`src/rtl/clock_pkg.sv`:
```
// Mode encoding shared by the clock-setting controller and anything that decodes its mode output.
package clock_pkg;

  localparam int MODE_W = 2;

  typedef enum logic [MODE_W-1:0] {
    RUN     = 2'b00,
    SET_HR  = 2'b01,
    SET_MIN = 2'b10
  } mode_e;

  function automatic mode_e next_mode(input mode_e m);
    case (m)
      RUN:     next_mode = SET_HR;
      SET_HR:  next_mode = SET_MIN;
      default: next_mode = RUN;
    endcase
  endfunction

endpackage

```
`src/rtl/btn_debounce.sv`:
```
// One pushbutton: two-flop synchroniser, 2-sample filter clocked by the sample tick,
// and a one-clk pulse on each debounced rising edge.
module btn_debounce (
  input  logic clk,
  input  logic reset,
  input  logic tick,
  input  logic raw,
  output logic level,
  output logic press
);

  logic       sync1_q, sync2_q;
  logic [1:0] hist_q, hist_d;
  logic       level_q, level_d;
  logic       level_prev_q;

  // Level only changes once both history samples agree; mixed samples hold it.
  always_comb begin
    hist_d  = hist_q;
    level_d = level_q;
    if (tick) begin
      hist_d = {hist_q[0], sync2_q};
      if (hist_d == 2'b11)      level_d = 1'b1;
      else if (hist_d == 2'b00) level_d = 1'b0;
    end
  end

  always_ff @(posedge clk) begin
    if (reset) begin
      sync1_q      <= 1'b0;
      sync2_q      <= 1'b0;
      hist_q       <= 2'b00;
      level_q      <= 1'b0;
      level_prev_q <= 1'b0;
    end else begin
      sync1_q      <= raw;
      sync2_q      <= sync1_q;
      hist_q       <= hist_d;
      level_q      <= level_d;
      level_prev_q <= level_q;
    end
  end

  assign level = level_q;
  assign press = level_q & ~level_prev_q;

endmodule

```
`src/rtl/clock_set_ctrl.sv`:
```
// Time-setting controller: debounced mode/up buttons drive a RUN/SET_HR/SET_MIN sequence
// with increment pulses, auto-repeat on a held up button, and a blink for the field being set.
module clock_set_ctrl
  import clock_pkg::*;
#(
  parameter int SAMPLE_DIV   = 1000000,
  parameter int REPEAT_TICKS = 50,
  parameter int BLINK_TICKS  = 25
) (
  input  logic              clk,
  input  logic              reset,
  input  logic              btn_mode,
  input  logic              btn_up,
  output logic [MODE_W-1:0] mode,
  output logic              run_en,
  output logic              inc_hr,
  output logic              inc_min,
  output logic              clr_sec,
  output logic              blink
);

  localparam int DIV_W   = (SAMPLE_DIV > 1) ? $clog2(SAMPLE_DIV) : 1;
  localparam int HOLD_W  = $clog2(REPEAT_TICKS + 1);
  localparam int BLINK_W = $clog2(BLINK_TICKS + 1);
  localparam logic [DIV_W-1:0]   DIV_LAST   = DIV_W'(SAMPLE_DIV - 1);
  localparam logic [HOLD_W-1:0]  HOLD_LAST  = HOLD_W'(REPEAT_TICKS - 1);
  localparam logic [BLINK_W-1:0] BLINK_LAST = BLINK_W'(BLINK_TICKS - 1);

  logic [DIV_W-1:0]   div_q, div_d;
  logic               tick, tick_q;
  mode_e              mode_q, mode_d;
  logic [HOLD_W-1:0]  hold_q, hold_d;
  logic [BLINK_W-1:0] bcnt_q, bcnt_d;
  logic               blink_q, blink_d;
  logic               run_en_q, inc_hr_q, inc_min_q, clr_sec_q;
  logic               up_fire;
  logic               mode_press, up_press, up_level, mode_level_unused;

  assign tick  = (div_q == DIV_LAST);
  assign div_d = tick ? '0 : div_q + 1'b1;

  btn_debounce u_mode_btn (
    .clk   (clk),
    .reset (reset),
    .tick  (tick),
    .raw   (btn_mode),
    .level (mode_level_unused),
    .press (mode_press)
  );

  btn_debounce u_up_btn (
    .clk   (clk),
    .reset (reset),
    .tick  (tick),
    .raw   (btn_up),
    .level (up_level),
    .press (up_press)
  );

  // tick_q lets the repeat counter see the debounced level already updated by that tick.
  always_comb begin
    mode_d  = mode_press ? next_mode(mode_q) : mode_q;
    hold_d  = hold_q;
    up_fire = 1'b0;
    if (mode_press || mode_q == RUN || !up_level) begin
      hold_d = '0;
    end else if (up_press) begin
      up_fire = 1'b1;
      hold_d  = '0;
    end else if (tick_q) begin
      if (hold_q == HOLD_LAST) begin
        up_fire = 1'b1;
        hold_d  = '0;
      end else begin
        hold_d = hold_q + 1'b1;
      end
    end
  end

  always_comb begin
    blink_d = blink_q;
    bcnt_d  = bcnt_q;
    if (mode_press) begin
      blink_d = (mode_d != RUN);
      bcnt_d  = '0;
    end else if (mode_q == RUN) begin
      blink_d = 1'b0;
      bcnt_d  = '0;
    end else if (tick) begin
      if (bcnt_q == BLINK_LAST) begin
        blink_d = ~blink_q;
        bcnt_d  = '0;
      end else begin
        bcnt_d = bcnt_q + 1'b1;
      end
    end
  end

  always_ff @(posedge clk) begin
    if (reset) begin
      div_q     <= '0;
      tick_q    <= 1'b0;
      mode_q    <= RUN;
      hold_q    <= '0;
      bcnt_q    <= '0;
      blink_q   <= 1'b0;
      run_en_q  <= 1'b1;
      inc_hr_q  <= 1'b0;
      inc_min_q <= 1'b0;
      clr_sec_q <= 1'b0;
    end else begin
      div_q     <= div_d;
      tick_q    <= tick;
      mode_q    <= mode_d;
      hold_q    <= hold_d;
      bcnt_q    <= bcnt_d;
      blink_q   <= blink_d;
      run_en_q  <= (mode_d == RUN);
      inc_hr_q  <= up_fire && (mode_q == SET_HR);
      inc_min_q <= up_fire && (mode_q == SET_MIN);
      clr_sec_q <= mode_press && (mode_q == SET_MIN);
    end
  end

  assign mode    = mode_q;
  assign run_en  = run_en_q;
  assign inc_hr  = inc_hr_q;
  assign inc_min = inc_min_q;
  assign clr_sec = clr_sec_q;
  assign blink   = blink_q;

endmodule

```
`config.mk`:
```
export PLATFORM = sky130hd
export DESIGN_NAME = clock_set_ctrl
export DESIGN_NICKNAME = d
export VERILOG_FILES = /design/src/rtl/clock_pkg.sv /design/src/rtl/btn_debounce.sv /design/src/rtl/clock_set_ctrl.sv
export SDC_FILE = /design/constraint.sdc
export NUM_CORES = 1
export LEC_CHECK = 0
export CAP_MARGIN = 20
export CORE_MARGIN = 3
export CORE_UTILIZATION = 55
export CTS_CLUSTER_DIAMETER = 150
export CTS_CLUSTER_SIZE = 30
export DETAILED_ROUTE_END_ITERATION = 8
export HOLD_SLACK_MARGIN = 0.1
export PLACE_DENSITY_LB_ADDON = 0.1
export RECOVER_POWER = 100
export SETUP_SLACK_MARGIN = 0.15
export SLEW_MARGIN = 10
export SYNTH_ARGS = -nofsm -noshare
export SYNTH_HDL_FRONTEND = slang
export SYNTH_HIERARCHICAL = 1
export SYNTH_SLANG_ARGS = --single-unit
```
`constraint.sdc`:
```
create_clock -name clk -period 3.3 [get_ports clk]
set_clock_uncertainty 0.15 [all_clocks]
set_input_delay 0.33 -clock clk [delete_from_list [all_inputs] [get_ports clk]]
set_output_delay 0.33 -clock clk [all_outputs]
set_load 0.01 [all_outputs]
```
; ---- Yosys cells after proc, flatten, opt, wreduce, memory -nomap -nowiden
; Cells that the tools add are included.
[classes]
addsub = 3
n_eq_ne = 7
mux = 16
bitwise = 5
n_reduce_logical = 21
[op_table]
columns = cell, count
row1 = 20-bit by 1-bit adder with 20-bit output (second input constant), 1
row2 = 20-bit == test (second input constant), 1
row3 = 1-bit two-way mux, 12
row4 = 2-bit logical NOT, 4
row5 = 6-bit by 1-bit adder with 6-bit output (second input constant), 1
row6 = 2-bit == test (second input constant), 3
row7 = 6-bit == test (second input constant), 1
row8 = 6-bit two-way mux, 1
row9 = 2-bit AND reduction, 3
row10 = 2-bit nonzero test, 3
row11 = 3-bit nonzero test, 2
row12 = 3-bit OR reduction, 2
row13 = 5-bit by 1-bit adder with 5-bit output (second input constant), 1
row14 = 5-bit == test (second input constant), 1
row15 = 5-bit two-way mux, 1
row16 = 2-bit one-hot mux with 2 select lines, 1
row17 = 1-bit logical AND, 3
row18 = 1-bit inverter, 3
row19 = 1-bit AND, 2
row20 = 2-bit by 1-bit == test with 1-bit output (second input constant), 1
row21 = 1-bit logical OR, 2
row22 = 2-bit two-way mux, 1
row23 = 2-bit OR reduction, 1
row24 = 1-bit logical NOT, 1
[word_totals]
reg_bits = 49
inputBits = 4
out_inout_bits = 7

; ---- Logic depth before layout (Yosys ltp)
; Gate-level depths: netlist of the first run.
[depth]
ltp_word = 6
depth_mapped = 7
depth_no_buf = 6

; ---- Modules after synthesis
; Netlist of the first run, hierarchy kept.
[by_module_without_submodules]
columns = mod, instances, cells_each, area_per_inst_um2, seq_area_each_um2
row1 = clock_set_ctrl, 1, 200, 1764.2, 780.7
row2 = btn_debounce, 2, 15, 178.9, 100.1

; ---- Worst setup path before layout of the first run
; OpenSTA, ideal clock, no wires.
[synth_timing]
path_type = reg-to-reg
startpoint = register div_q[0]
endpoint = register u_mode_btn.level_q (netlist: u_mode_btn/level)
t_arrival_ps = 2064
slack_ps = 965
path_stages_with_launch = 8
path_buffers = 1
period_less_slack_ps = 2335
path_cell_list = dfxtp_1 ha_1 nand2_1 or4_4 buf_6 nor2_1 nor2b_1 mux2_4
[synth_between]
elab_chain_cells = 2
[synth_lines]
columns = element, line
row1 = start: declaration, clock_set_ctrl.sv:29  ; logic [DIV_W-1:0] div_q, div_d;
row2 = start signal: assignment, clock_set_ctrl.sv:112  ; div_q <= div_d;
row3 = 20-bit == test, clock_set_ctrl.sv:39  ; assign tick = (div_q == DIV_LAST);
row4 = net tick, clock_set_ctrl.sv:30  ; logic tick, tick_q;
row5 = 2-bit AND reduction (no line), --
row6 = end signal: assignment, btn_debounce.sv:39  ; level_q <= level_d;
row7 = end: declaration, btn_debounce.sv:14  ; logic level_q, level_d;
; The timed path passes the listed nets, and every way through them passes these cells.
; A chain may end at the register's enable or synchronous reset.

; ---- Final worst setup path of the first run
; Same ends and word-level chain as after synthesis.

==> results of run 1 <==
report_power, final:
part | internal, W | leakage (nW) | switching, W
sequential | 0.000596 | 0.396 | 0.00000436
combinational | 0.00000798 | 0.321 | 0.0000109
clock | 0.000247 | 0.0585 | 0.000189
final cells by class:
class	count	area, sq um
Multi-Input combinational cell	167	1070
Clock buffer	7	86.3
Timing Repair Buffer	11	104
Clock inverter	1	30.0
Sequential cell	49	981
Tap cell	46	57.6
Fill cell	302	1170
Inverter	7	26.3
cell families (layout without fill, tap and decap cells):
| logic type | after synthesis | in the layout | synth area share, % |
|---|---|---|---|
| xor gates and xnor gates | 18 | 18 | 7.43 |
| DFF | 49 | 49 | 46.2 |
| adders and majority gates | 7 | 7 | 4.13 |
| and+or+nand+nor | 108 | 108 | 28.2 |
| AOI/OAI and AO/OA | 29 | 29 | 8.20 |
| buffers and inverters | 14 | 26 | 2.95 |
| muxes | 5 | 5 | 2.89 |
registers in the layout, indices dropped and copies added, names as in the netlist, 2 cells and up:
signal / count
bcnt_q: 5
div_q: 20
hold_q: 6
mode: 2
stage by stage:
stage          hold slack [ns]  total power, W  setup WS, ns  std cells  area, sq um
6_report                 0.301         0.00106         0.646        288         2350
3_5_place_dp             0.275        0.000634         0.825        280         2250
5_1_grt                  0.310         0.00109         0.467        288         2350
4_1_cts                  0.306         0.00106         0.798        288         2370
3_3_place_gp             0.278        0.000633         0.913        280         2250
2_1_floorplan            0.252        0.000625         0.965        230         2120
critical path, cell delays in order, from the launching register on:
cell                      delay, ns
sky130_fd_sc_hd__dfxtp_1       0.41
sky130_fd_sc_hd__ha_1          0.23
sky130_fd_sc_hd__nand2_1       0.17
sky130_fd_sc_hd__or4_1         0.72
sky130_fd_sc_hd__nor2_1        0.32
sky130_fd_sc_hd__nor2b_1       0.20
sky130_fd_sc_hd__mux2_2        0.34
layout by cell type (no fill, tap or decap):
cell type                         count
sky130_fd_sc_hd__dfxtp_1             49
sky130_fd_sc_hd__nor2_1              30
sky130_fd_sc_hd__nor2b_1             13
sky130_fd_sc_hd__nand3_1             12
sky130_fd_sc_hd__xnor2_1             12
sky130_fd_sc_hd__nand2_1             10
sky130_fd_sc_hd__a21oi_1             10
sky130_fd_sc_hd__dlygate4sd3_1        8
sky130_fd_sc_hd__or4_1                7
sky130_fd_sc_hd__inv_1                7
sky130_fd_sc_hd__ha_1                 7
sky130_fd_sc_hd__o21ai_0              6
sky130_fd_sc_hd__nor4_1               6
sky130_fd_sc_hd__xor2_1               6
sky130_fd_sc_hd__clkbuf_8             6
sky130_fd_sc_hd__nand4_1              5
sky130_fd_sc_hd__or3_1                5
sky130_fd_sc_hd__o31ai_1              4
sky130_fd_sc_hd__nor3_1               4
sky130_fd_sc_hd__nor4b_1              3
sky130_fd_sc_hd__a31oi_1              3
sky130_fd_sc_hd__mux2_2               3
sky130_fd_sc_hd__nand2b_1             3
sky130_fd_sc_hd__a21o_1               2
sky130_fd_sc_hd__or2_2                2
sky130_fd_sc_hd__nor4bb_1             2
sky130_fd_sc_hd__clkbuf_1             2
sky130_fd_sc_hd__clkdlybuf4s50_1      2
sky130_fd_sc_hd__mux2i_1              2
sky130_fd_sc_hd__nand3_2              1
sky130_fd_sc_hd__nand4bb_1            1
sky130_fd_sc_hd__and4_1               1
sky130_fd_sc_hd__and2_1               1
sky130_fd_sc_hd__and4b_1              1
sky130_fd_sc_hd__o21bai_1             1
sky130_fd_sc_hd__and3_1               1
sky130_fd_sc_hd__a21boi_0             1
sky130_fd_sc_hd__o21a_1               1
sky130_fd_sc_hd__a211oi_1             1
sky130_fd_sc_hd__bufinv_16            1
per-layer routing:
metal	GRT usage [%]	wire, um	up-vias
met5	0	0	-
met4	8.93	70	0
met3	4.11	105	7
met2	35.6	2030	22
met1	24.4	1850	785
li1	-	-	827
how the worst max path moves through the flow:
stage                                    from                       endpoint  slack (ns)  cells after the start
after floorplan           div_q[0]$_SDFF_PP0_  u_mode_btn/level$_SDFFE_PP0P_        0.96                      7
after global placement    div_q[0]$_SDFF_PP0_    u_up_btn/level$_SDFFE_PP0P_        0.91                      6
after detailed placement  div_q[0]$_SDFF_PP0_  u_mode_btn/level$_SDFFE_PP0P_        0.82                      6
after CTS                 div_q[0]$_SDFF_PP0_  u_mode_btn/level$_SDFFE_PP0P_        0.80                      6
after global routing      div_q[0]$_SDFF_PP0_    u_up_btn/level$_SDFFE_PP0P_        0.47                      6
final                     div_q[0]$_SDFF_PP0_  u_mode_btn/level$_SDFFE_PP0P_        0.65                      6
==> metrics.log, run 1 <==
[metrics] outcome: finished clean
[metrics] Gate Count Post-Synth: 230
[metrics] grt total ovfl: 0
[metrics] residual antenna-violating net count after detailed routing: 0
[metrics] count of routing violations after the opening detailed-route iteration: 47
[metrics] commonest cells in the synthesized netlist: sky130_fd_sc_hd__dfxtp_1 (49), sky130_fd_sc_hd__nor2_1 (30), sky130_fd_sc_hd__nor2b_1 (13)
[metrics] Hold Path Depth: 1
[metrics] netlist area before placement: 2120 sq um
[metrics] Setup Crit Path Kind: reg -> reg
[metrics] Tcrit/Tclk final: 80.4%
[metrics] count of input and output buffers: 10
[metrics] Detailed Route WL: 4.06 mm
[metrics] global-route usage over all layers: 20.5%
[metrics] Die Width: 68.1 um
[metrics] top cell type's share of synthesized area: between 40% and 50%
[metrics] fraction of final layout cells sized beyond drive strength 1: under 10%
[metrics] warning count from the yosys run: 6
[metrics] DRC violations left: 0
[metrics] actual transition at the worst max-transition pin: ~0.57 ns
[metrics] dominant cells by area after synthesis: sky130_fd_sc_hd__dfxtp_1 (46%), sky130_fd_sc_hd__nor2_1 (5.3%), sky130_fd_sc_hd__xnor2_1 (5.0%)
[metrics] final setup violation count: 0
[metrics] Row Count: 21
[metrics] capture endpoint of the worst hold path: u_up_btn/sync2_q$_SDFF_PP0_
[metrics] sum of negative setup slack: 0 ns
[metrics] number of search-and-repair iterations in the first detailed-routing pass: 4
[metrics] Clock Sink Count: 49
[metrics] global placement routability congestion: 0.899
[metrics] Async S/R FF share, synth: 0%
[metrics] Post-CTS Setup Bufs: 0
[metrics] FF-to-FF path depth: 6
[metrics] Max Clk Rate: 0.377 GHz
[metrics] CTS Buf Count: 5
[metrics] data required time of the critical path: 3.33 ns
[metrics] number of gates given a new drive strength after cts: 0
[metrics] leakage component of the power: approximately 0.78 nW
[metrics] count of hold-fix buffers inserted at cts: 0
[metrics] CTS tree: done
[metrics] number of flip-flops and latches in the synthesized netlist: 49
[metrics] critical hold path startpoint: u_up_btn/sync1_q$_SDFF_PP0_
[metrics] worst IR drop on VDD: between 0.3 and 0.4 mV
[metrics] largest fanout of any net on the critical path: 11
[metrics] H-tree levels: 2
[metrics] maximum number of buffers from clock root to sink: 2
[metrics] type of destination of the critical path: register
[metrics] worst flop-to-flop path startpoint: div_q[0]$_SDFF_PP0_
[metrics] final number of hold-violating endpoints: 0
[metrics] Via density: 5.70
[metrics] prevailing post-synth register cell: sky130_fd_sc_hd__dfxtp_1
[metrics] mean routed wirelength per cell: 14.1 um
[metrics] vias in the first global route: 1674
[metrics] average instance area after synthesis: 9.23 sq um
[metrics] Net Count, Synth: 241
[metrics] clock tree root buffer cell: sky130_fd_sc_hd__clkbuf_8
[metrics] number of antenna violations at the first check in global routing: 0
[metrics] core footprint: 3520 sq um
[metrics] utilization of the core after routing: 66.8%
[metrics] tightest slew margin relative to the limit: 61.4%
[metrics] die height: 68.1 um
[metrics] overall via count from detail_route: 1641
[metrics] maximum number of pins on one net before global-route repair: 19
[metrics] number of pins with negative max-slew slack in the final report: 0
[metrics] starting density of the core: between 60% and 70%
[metrics] Cell Pwr Density: 449 nW/um^2
[metrics] cell type with the highest aggregate area in the netlist: sky130_fd_sc_hd__dfxtp_1
[metrics] global-route wire length before repair: 7.21 mm
[metrics] class of the worst hold path: reg -> reg
[metrics] Boundary Pins: 11
[metrics] clock latency at the later pin of the worst-skew pair: 0.30 ns
[metrics] reg-to-reg critical path endpoint: u_mode_btn/level$_SDFFE_PP0P_
[metrics] number of diodes: 0
[metrics] arrival time of the worst setup path: 2.69 ns
[metrics] Cell variety after synth: 40
[metrics] HPWL reported at the end of detailed placement: 2.93 mm
[metrics] number of synthesized flops with an enable pin: 0
[metrics] sequential cell area fraction in the yosys report: a little under half
[metrics] Die Area: ~4600 sq um
[metrics] Worst setup SP type: register
[metrics] clock slew seen by the registers of the worst setup and hold paths: roughly 0.080 ns
[metrics] Area growth syn-to-layout: 10.8%
[metrics] maximum capacitance violations: 0
[metrics] register-to-register setup slack: 0.65 ns
[metrics] fin crit period: 2.65 ns
[metrics] post-layout net count: 252
[metrics] most frequent cell after synthesis: sky130_fd_sc_hd__dfxtp_1
[metrics] unrepaired setup endpoints after global routing: false
Note: power is estimated with default switching activity, not from simulation.
==> run 2, diff against run 1 <==
==> constraint.sdc (replaced) <==
create_clock -name clk -period 2.6 [get_ports clk]
set_clock_uncertainty 0.15 [all_clocks]
set_input_delay 0.26 -clock clk [delete_from_list [all_inputs] [get_ports clk]]
set_output_delay 0.26 -clock clk [all_outputs]
set_load 0.01 [all_outputs]
==> run 2 against run 1 <==
  * Die area unchanged
  * Cell count increased by 1.0%
  * Fmax increased by 13%
  * Sequential power increased by 27%
  * Critical path type unchanged
  * Largest cell class unchanged
  * Highest routed layer unchanged
==> metrics.log, run 2 (synthesized netlist as in run 1, its figures left out) <==
[metrics] clock slew seen by the registers of the worst setup and hold paths: roughly 0.080 ns
[metrics] mean routed wirelength per cell: 13.6 um
[metrics] count of hold-fix buffers inserted at cts: 0
[metrics] CTS tree: done
[metrics] Clock Sink Count: 49
[metrics] reg-to-reg critical path endpoint: u_up_btn/level$_SDFFE_PP0P_
[metrics] largest fanout of any net on the critical path: 11
[metrics] cell count along the critical path: 6
[metrics] tightest slew margin relative to the limit: 63.8%
[metrics] clock latency at the later pin of the worst-skew pair: 0.29 ns
[metrics] Via density: 5.63
[metrics] Tcrit/Tclk final: 90.5%
[metrics] Die Width: 68.1 um
[metrics] commonest cells after routing, fill and taps aside: sky130_fd_sc_hd__dfxtp_1 (49), sky130_fd_sc_hd__nor2_1 (30), sky130_fd_sc_hd__nor2b_1 (13)
[metrics] final setup violation count: 0
[metrics] core footprint: 3520 sq um
[metrics] starting density of the core: around 60%
[metrics] overall via count from detail_route: ~1600
[metrics] number of antenna violations at the first check in global routing: 0
[metrics] crit-path leading delay family: simple AND/OR/NAND/NOR gates
[metrics] cell-by-cell trace of the critical path: ha_1 -> nand2_2 -> or4_4 -> nor2_1 -> nor2b_1 -> mux2_2
[metrics] total power: 0.00129 W
[metrics] H-tree levels: 2
[metrics] number of search-and-repair iterations in the first detailed-routing pass: 4
[metrics] largest register by flop count: div_q
[metrics] maximum number of pins on one net before global-route repair: 19
[metrics] leakage component of the power: between 0.7 and 0.8 nW
[metrics] number of pins with negative max-slew slack in the final report: 0
[metrics] maximum number of buffers from clock root to sink: 2
[metrics] worst IR drop on VDD: 0.387 mV
[metrics] Max Clk Rate: 0.425 GHz
[metrics] FF-to-FF path depth: 6
[metrics] die height: 68.1 um
[metrics] unrepaired setup endpoints after global routing: false
[metrics] fraction of final layout cells sized beyond drive strength 1: 7.35%
[metrics] Boundary Pins: 11
[metrics] DRC violations left: 0
[metrics] Worst setup SP type: register
[metrics] Top Registers: div_q: 20 flops, hold_q: 6 flops, bcnt_q: 5 flops
[metrics] HPWL reported at the end of detailed placement: 2.87 mm
[metrics] post-layout net count: ~260
[metrics] global-route usage over all layers: about 20%
[metrics] global-route wire length before repair: 7.06 mm
[metrics] Area growth syn-to-layout: 11.9%
[metrics] final number of hold-violating endpoints: 0
[metrics] actual transition at the worst max-transition pin: 0.535 ns
[metrics] number of buffer and inverter instances along the worst setup path: 0
[metrics] number of diodes: 0
[metrics] crit path from: div_q[0]$_SDFF_PP0_
[metrics] maximum capacitance violations: 0
[metrics] arrival time of the worst setup path: between 2 and 2.5 ns
[metrics] Row Count: 21
[metrics] register-to-register setup slack: about 0.25 ns
[metrics] most common cell after layout, fill and taps aside: sky130_fd_sc_hd__dfxtp_1
[metrics] clock tree root buffer cell: sky130_fd_sc_hd__clkbuf_8
[metrics] outcome: finished clean
[metrics] data required time of the critical path: 2.63 ns
[metrics] slowest library cell on the worst path: sky130_fd_sc_hd__or4_4
[metrics] Cell Pwr Density: roughly 550 nW/um^2
[metrics] residual antenna-violating net count after detailed routing: 0
[metrics] count of input and output buffers: 10
[metrics] global placement routability congestion: 0.854
[metrics] grt total ovfl: 0
[metrics] Detailed Route WL: 3.95 mm
[metrics] maximum single-stage delay on the critical path: 0.60 ns
[metrics] Die Area: roughly 4600 sq um
[metrics] number of flip-flops under the largest register name: 20
[metrics] type of destination of the critical path: register
[metrics] count of routing violations after the opening detailed-route iteration: between 80 and 90
[metrics] vias in the first global route: 1572
[metrics] CTS Buf Count: 5
[metrics] fin crit period: 2.35 ns
[metrics] worst flop-to-flop path startpoint: div_q[0]$_SDFF_PP0_
[metrics] sum of negative setup slack: 0 ns
[metrics] Setup Crit Path Kind: reg -> reg
[metrics] capture point of the worst path: u_up_btn/level$_SDFFE_PP0P_
[metrics] class of the worst hold path: reg -> reg
run 2: cell count changes in the layout (fill, tap and decap cells not counted), sizes merged:
| cell | before | now |
|---|---|---|
| clkbuf | 8 | 7 |
| clkinv | 0 | 1 |
| buf | 0 | 3 |
run 2: where the power goes:
group	switching, W	internal [W]	leakage, nW
clock network	0.000227	0.000279	0.0540
logic	0.0000144	0.0000107	0.343
registers	0.00000547	0.000756	0.396
run 2: timing repair:
| item | in CTS | in global routing |
|---|---|---|
| endpoints found under the hold margin | 0 | 0 |
| setup buffers | 0 | 0 |
| gates resized for setup | 0 | 2 |
| endpoints found under the setup margin | 0 | 3 |
run 2: worst min path at each step:
stage                                              from                             to  slack (ns)  cells past startpoint
after floorplan                                   reset  u_mode_btn/sync1_q$_SDFF_PP0_        0.18                      1
after global placement    u_mode_btn/sync1_q$_SDFF_PP0_  u_mode_btn/sync2_q$_SDFF_PP0_        0.28                      1
after detailed placement    u_up_btn/sync1_q$_SDFF_PP0_    u_up_btn/sync2_q$_SDFF_PP0_        0.30                      1
after CTS                   u_up_btn/sync1_q$_SDFF_PP0_    u_up_btn/sync2_q$_SDFF_PP0_        0.31                      1
after global routing        u_up_btn/sync1_q$_SDFF_PP0_    u_up_btn/sync2_q$_SDFF_PP0_        0.32                      1
final                       u_up_btn/sync1_q$_SDFF_PP0_    u_up_btn/sync2_q$_SDFF_PP0_        0.31                      1
run 2: cell type report:
cell class,count,area [sq um]
sequential,49,981
timing repair buffer,15,131
clock buffer,5,68.8
fill,312,1150
clock inverter,2,35.0
tap,46,57.6
multi-input combinational,167,1070
inverter,7,26.3
run 2: per-layer routing:
metal | global-route usage (%) | up-vias | wire, um
met5 | 0 | - | 0
met4 | 8.19 | 0 | 43
met3 | 4.43 | 4 | 112
met2 | 33.3 | 21 | 1860
met1 | 26.2 | 775 | 1930
li1 | - | 839 | -
run 2: worst register-to-register path, stage by stage, from the launching register on:
cell and delay (ns):
sky130_fd_sc_hd__dfxtp_1 0.41, sky130_fd_sc_hd__ha_1 0.25, sky130_fd_sc_hd__nand2_2 0.12, sky130_fd_sc_hd__or4_4 0.60
sky130_fd_sc_hd__nor2_1 0.19, sky130_fd_sc_hd__nor2b_1 0.18, sky130_fd_sc_hd__mux2_2 0.34
run 2: per-stage QoR:
step                utilization [%]  area (sq um)  setup slack (ns)  std cells  hold slack [ns]
global placement               64.8          2280             0.339        284            0.283
CTS                            67.7          2380             0.226        291            0.309
global route                   67.4          2370            0.0977        291            0.316
detailed placement             64.8          2280             0.243        284            0.296
floorplan                         -          2120             0.265        230            0.182
finish                         67.4          2370             0.248        291            0.305
